$ cat config.mk
export PLATFORM = sky130hd
export DESIGN_NAME = snes_pad_responder
export DESIGN_NICKNAME = d
export VERILOG_FILES = /design/src/rtl/snes_pad_responder.sv
export SDC_FILE = /design/constraint.sdc
export NUM_CORES = 1
export LEC_CHECK = 0
export CORE_UTILIZATION = 55
export DETAILED_ROUTE_END_ITERATION = 8
export DONT_BUFFER_PORTS = 1
export PLACE_DENSITY_LB_ADDON = 0.05
export SYNTH_ARGS = -nofsm -noshare
export SYNTH_HDL_FRONTEND = slang
export SYNTH_SLANG_ARGS = --single-unit
$ cat constraint.sdc
create_clock -name clk -period 4.35 [get_ports clk]
set_clock_uncertainty 0.15 [all_clocks]
set_input_delay 0.435 -clock clk [delete_from_list [all_inputs] [get_ports clk]]
set_output_delay 0.435 -clock clk [all_outputs]
set_load 0.02 [all_outputs]
$ cat src/rtl/snes_pad_responder.sv
// snes_pad_responder: SNES pad-side serial responder; latches a 12-button snapshot and shifts it out active-low.
//   buttons    : 12-bit button word, 1 = pressed, bit 0 = B
//   snes_latch : console latch (async), snes_clk : console serial clock (async, idles high)
//   snes_data  : registered serial data, active-low
//   busy       : high in LATCH/SHIFT, frame_done : one-cycle pulse on DONE entry
module snes_pad_responder #(
  parameter int SYNC_STAGES = 2,
  parameter int N_BITS = 16
) (
  input  logic        clk,
  input  logic        rst,
  input  logic [11:0] buttons,
  input  logic        snes_latch,
  input  logic        snes_clk,
  output logic        snes_data,
  output logic        busy,
  output logic        frame_done
);
  localparam int CW = $clog2(N_BITS + 1);
  typedef enum logic [1:0] {IDLE, LATCH, SHIFT, DONE} state_t;
  state_t state_q, state_d;
  logic [SYNC_STAGES-1:0] lat_sync_q, sclk_sync_q;
  logic lat_prev_q, sclk_prev_q, lat_s, sclk_s, lat_fall, sclk_rise;
  logic [N_BITS-1:0] shreg_q, shreg_d, frame;
  logic [CW-1:0] cnt_q, cnt_d;
  logic data_q, data_d, done_q, done_d;
  assign lat_s = lat_sync_q[SYNC_STAGES-1];
  assign sclk_s = sclk_sync_q[SYNC_STAGES-1];
  assign lat_fall = lat_prev_q & ~lat_s;
  assign sclk_rise = sclk_s & ~sclk_prev_q;
  always_ff @(posedge clk or posedge rst) begin
    if (rst) begin
      lat_sync_q <= '0;
      sclk_sync_q <= '1;
      lat_prev_q <= 1'b0;
      sclk_prev_q <= 1'b1;
      state_q <= IDLE;
      shreg_q <= '1;
      cnt_q <= '0;
      data_q <= 1'b1;
      done_q <= 1'b0;
    end else begin
      lat_sync_q <= {lat_sync_q[SYNC_STAGES-2:0], snes_latch};
      sclk_sync_q <= {sclk_sync_q[SYNC_STAGES-2:0], snes_clk};
      lat_prev_q <= lat_s;
      sclk_prev_q <= sclk_s;
      state_q <= state_d;
      shreg_q <= shreg_d;
      cnt_q <= cnt_d;
      data_q <= data_d;
      done_q <= done_d;
    end
  end
  // Latch has priority over everything, so a rising latch beats any clock edge
  // and a falling latch consumes a coincident clock edge without counting it.
  always_comb begin
    frame = '1;
    frame[11:0] = ~buttons;
    state_d = state_q;
    shreg_d = shreg_q;
    cnt_d = cnt_q;
    done_d = 1'b0;
    if (lat_s) begin
      state_d = LATCH;
      shreg_d = frame;
    end else if (state_q == LATCH && lat_fall) begin
      state_d = SHIFT;
      cnt_d = '0;
    end else if (state_q == SHIFT && sclk_rise) begin
      shreg_d = {1'b1, shreg_q[N_BITS-1:1]};
      cnt_d = (cnt_q == CW'(N_BITS)) ? cnt_q : cnt_q + 1'b1;
      if (cnt_d == CW'(N_BITS)) begin
        state_d = DONE;
        done_d = 1'b1;
      end
    end
    // Data is registered from the next state so it moves together with the FSM.
    data_d = (state_d == IDLE) ? 1'b1 : (state_d == DONE) ? 1'b0 : shreg_d[0];
  end
  assign snes_data = data_q;
  assign busy = (state_q == LATCH) || (state_q == SHIFT);
  assign frame_done = done_q;
endmodule
# Yosys cells after proc, flatten, opt, wreduce, memory -nomap -nowiden
# Cells that the tools add are included.
classes:
  n_addsub: 1
  mul: 0
  div: 0
  order_cmp: 0
  n_eq_ne: 6
  shifts: 0
  n_mux: 16
  n_bitwise: 5
  reduce_logical: 8
op_table:
  columns: ["operator", "n"]
  rows:
  - ["$mux W16", 3]
  - ["$mux W5", 3]
  - ["$not A12 Y12", 1]
  - ["$eq A5 B5 Y1 const B", 2]
  - ["$mux W2", 4]
  - ["$mux W1", 6]
  - ["$add A5 B1 Y5 const B", 1]
  - ["$eq A2 B2 Y1 const B", 2]
  - ["$reduce_and A2 Y1", 2]
  - ["$reduce_bool A2 Y1", 2]
  - ["$and A1 B1 Y1", 2]
  - ["$eq A2 B1 Y1 const B", 1]
  - ["$logic_and A1 B1 Y1", 2]
  - ["$logic_not A2 Y1", 1]
  - ["$ne A2 B2 Y1 const B", 1]
  - ["$not A1 Y1", 2]
  - ["$logic_or A1 B1 Y1", 1]
totals:
  register_bits: 31
  latch_bits: 0
  ramBits: 0
  mem_bits_ro: 0
  inputBits: 16
  output_inout_bits: 3
  wordCells: 46
  mem_count: 0

# Longest topological paths before layout
depth:
  word_depth: 10
  ltp_mapped: 9
  mapped_depth_nobuf: 7

# Worst setup path after synthesis
# No wires, ideal clock.
synth_path:
  path_type: "flip-flop to flip-flop"
  from: "register state_q[1]"
  to: "register shreg_q[10]"
  setup_time_ns: 0.091
  t_arrival_ns: 1.602
  required_time_ns: 4.109
  setup_slack_ns: 2.506
  path_stages_with_launch: 10
  path_buffers: 2
  cell_sequence: "dfrtp_1 > inv_1 > ha_1 > and2_1 > buf_6 > nor2_8 > buf_6 > mux2_2 > nand2_1 > o21ai_0"
synth_between:
  elab_chain_len: 4
  word_cells_on_any_way: 7
  cone_classes: "eq/ne (3); reduce/logical (4)"
synth_rtl:
  columns: ["item", "line", "rtl"]
  rows:
  - ["start: declaration", "21", "state_t state_q, state_d;"]
  - ["start signal: assignment", "47", "state_q <= state_d;"]
  - ["$eq A2 B1 Y1 / $eq A2 B2 Y1 (equally long branches)", "66, 69", null]
  - ["$logic_and A1 B1 Y1 (on tied branches)", "66, 69", null]
  - ["$ne A2 B2 Y1 (no source line) / $reduce_bool A2 Y1 (equally long branches)", null, null]
  - ["$reduce_and A2 Y1 (no source line) (*)", null, null]
  - ["end signal: assignment", "48", "shreg_q <= shreg_d;"]
  - ["end: declaration", "24", "logic [N_BITS-1:0] shreg_q, shreg_d, frame;"]
# Every way passes the cells marked *; elsewhere a longest branch is shown, timed or not.
# A chain may end at the register's enable or synchronous reset.

# Worst setup path after layout
layout_path:
  from: "register state_q[1]"
  to: "register shreg_q[7]"
# Same word-level chain as after synthesis.

==> results.tsv <==
stage	metric	value	unit
status	status	finished, final reports clean	
detailed_routing	# DRC	0	
critical_path	crit path launch type	flop	
cells_and_area	layout cells sized above 1	29.22	%
global_route	initial antenna violation count	0	
critical_path	Crit Reg-Reg Endpoint	shreg_q[7]	
synth	YS warnings	0	
power	Pint	482.8	µW
critical_path	reg-to-reg setup timing slack	2.31	ns
synth	Net Count, Synth	160	
global_route	vias in the first global route	939	
synth	unique cell type count in the Yosys netlist	35	
critical_path	worst r2r src	state_q[1]	
detailed_routing	drt first-iter violations	22	
global_route	largest net degree at the start of global routing	32	
floorplan	Initial Util	60.28	%
power	Peak VDD IR	301.5	µV
cells_and_area	diode count	0	
worst_hold_path	hold path endpoint	shreg_q[10]	
synth	ys async rst share	100.0	%
synth	EDFF count, synth	0	
clock_tree	CTS tree	built	
clock_tree	CTS buffer count	5	
critical_path	CP max FO	19	
synth	post-synthesis sequential element count	31	
cells_and_area	fill count	195	
floorplan	Core Area	2545	µm²
place	Buffers on Ports	0	
critical_path	critical path required time	4.43	ns
critical_path	crit path DAT	2.12	ns
sta	final period utilization	46.92	%
floorplan	Die W	54.81	µm
clock_tree	CTS Sinks	31	
critical_path	Crit Path Category	reg2reg	
detailed_routing	antenna viol nets, final	0	
flow_run	max cap viols	0	
sta	RSZ-0062 raised after global routing	no	
global_route	GRT overflow	0	
worst_hold_path	hold depth	1	
clock_tree	clock input transition at the sequential cells of the worst setup and hold paths	0.10	ns
sta	Max Clk Rate	490.0	MHz
clock_tree	root buf cell	clkbuf_4	
sta	final count of hold timing violations	0	
place	Placement Cell Area	1529	µm²
floorplan	# IOs	19	
synth	syn_area_per_cell	10.96	µm²
synth	Netlist Area Pre-Place	1534	µm²
floorplan	Die Footprint	3004	µm²
worst_hold_path	start point of the worst min-delay path	buttons[10]	
sta	Final Setup Violations	0	
clock_tree	Clk Latency, worst-skew pair	0.33	ns
global_route	first-pass GRT wire length	4146	µm
place	RePlAce Congestion	0.7790	
power	Reg power frac	51.7	%
power	Logic pwr share	10.7	%
synth	top_reg_cell synth	dfstp_2	
cells_and_area	design area	1745	µm²
worst_hold_path	Hold Path Class	in2reg	
floorplan	Row Count	18	
sta	final setup TNS	0	ns
power	switching share of power	23.94	%
power	net switching power	151.9	µW
detailed_routing	final WL	2599	µm
detailed_routing	total number of vias	1016	
detailed_routing	DR vias/cell	5.522	
clock_tree	H-tree Lvls	2	
cells_and_area	sequential cell area	800.8	µm²
global_route	GRT Resource Usage Total	20.79	%
detailed_routing	DR WL/cell	14.13	µm
sta	Max Slew Vio Count	0	
clock_tree	PostCTS Resize Cnt	0	
critical_path	Register-to-Register Path Depth	7	
clock_tree	Max clock buf depth	2	
cells_and_area	Nets	173	
synth	Cells after Synth	140	
sta	worst slew pin tran	0.7567	ns
critical_path	Setup crit end kind	flop	
floorplan	die height	54.81	µm
cells_and_area	area taken by multi-input logic gates	656.9	µm²
sta	Final min period	2.041	ns
cells_and_area	Layout area overhead	13.78	%
power	pwr dens	363.7	nW/µm²
synth	register area share after synthesis	52.20	%
sta	Max-slew headroom	49.50	%
place	HPWL Detailed	1592	µm
detailed_routing	Pre-antenna DRT Iters	4	
power	Clock power frac	37.6	%
power	static leakage	0.0007287	µW
==> layout by cell type, fill, tap and decap left out, types with 2 or more instances in the layout <==
cell           Yosys  routed
nand2_1           22      22
nand3_1            2       2
inv_1              7       7
nor2_1             3       3
dlygate4sd3_1      0      13
or3_1              2       2
a21oi_1            3       3
nand3b_1           3       3
dfstp_2           20      20
nor2b_1            3       3
ha_1               4       4
dfrtp_1           11      11
o21ai_0           20      20
mux2i_1            3       3
mux2_2            11      11
clkbuf_4           0       5
==> power groups by stage <==
stage | Combinational, µW | Sequential (µW) | Clock [µW]
final | 68.2 | 328 | 239
after floorplan | 54.2 | 329 | 0
after global routing | 77.3 | 330 | 254
after global placement | 57.6 | 332 | 0
after detailed placement | 58.9 | 333 | 0
after CTS | 68.3 | 328 | 244
==> cells by family (layout without fill, tap and decap cells) <==
| kind of cell | Yosys count | after routing | share of synthesized area (%) |
|---|---|---|---|
| fa+ha+maj | 4 | 4 | 3.263 |
| simple gates | 42 | 42 | 15.25 |
| xor+xnor | 2 | 2 | 1.142 |
| flops | 31 | 31 | 52.20 |
| compound gates | 32 | 32 | 13.13 |
| mux | 14 | 14 | 10.03 |
| buf+inv | 15 | 29 | 4.976 |
==> per-stage QoR <==
step                instances  total power [µW]  hold WS, ns  worst slack (ns)  util (%)
floorplan                 140             382.8       0.1812             2.506         -
global placement          163             389.9       0.1953             2.361     60.08
detailed placement        163             391.7       0.1972             2.332     60.08
CTS                       184             640.2    0.0007391             2.312     68.58
global route              184             661.8     0.002906             2.136     68.58
finish                    184             634.7      0.01801             2.309     68.58
==> sequential cells by signal, indices dropped and copies added, names as in the netlist <==
signal / flops
shreg_q: 16
cnt_q: 5
lat_sync_q: 2
sclk_sync_q: 2
state_q: 2
frame_done: 1
lat_prev_q: 1
sclk_prev_q: 1
snes_data: 1
==> per-layer routing <==
metal  up-vias  part of all wire, %  global-route usage (%)
li1        505                    -                       -
met1       483                   47                   24.13
met2        24                   48                   32.93
met3         4                  4.0                   9.167
met4         0                  1.0                   8.974
met5         -                    0                       0
==> repair_timing <==
item,in CTS,in global routing
hold buffers,13,0
hold endpoints to repair,23,0
setup endpoints to repair,0,0
setup buffers,0,0
==> worst max path at each step <==
stage	startpoint	end	slack (ns)	cells past startpoint
floorplan	state_q[1]	shreg_q[10]	2.51	9
global placement	state_q[1]	shreg_q[1]	2.36	7
detailed placement	state_q[1]	shreg_q[4]	2.33	7
CTS	state_q[1]	shreg_q[4]	2.31	7
global route	lat_sync_q[1]	cnt_q[4]	2.14	4
finish	state_q[1]	shreg_q[7]	2.31	7
==> cells in the mapped netlist, types with 2 or more instances <==
master    instances  area [µm²]
nand2_1          22       82.58
dfstp_2          20       525.5
o21ai_0          20       100.1
dfrtp_1          11       275.3
mux2_2           11       123.9
inv_1             7       26.28
buf_2             4       20.02
ha_1              4       50.05
a21oi_1           3       15.01
mux2i_1           3       30.03
nand3b_1          3       22.52
nor2_1            3       11.26
nor2b_1           3       18.77
buf_6             2       22.52
clkbuf_1          2       7.510
nand3_1           2       10.01
or3_1             2       12.51
==> layout make-up <==
type / instances / area share [%]
clock buffers: 6 / 2.939
clock inverters: 2 / 2.007
inverters: 7 / 1.505
multi-input cells: 94 / 37.63
flip-flops and latches: 31 / 45.88
well taps: 30 / 2.151
repair buffers: 14 / 7.885
==> critical path, stage by stage (launching register included) <==
cell and delay, ns:
dfrtp_1 0.40, inv_1 0.06, ha_1 0.19, and2_1 0.27, nor2_8 0.31, mux2_2 0.38
nand2_1 0.07, o21ai_0 0.11
Note: power is estimated with default switching activity, not from simulation.
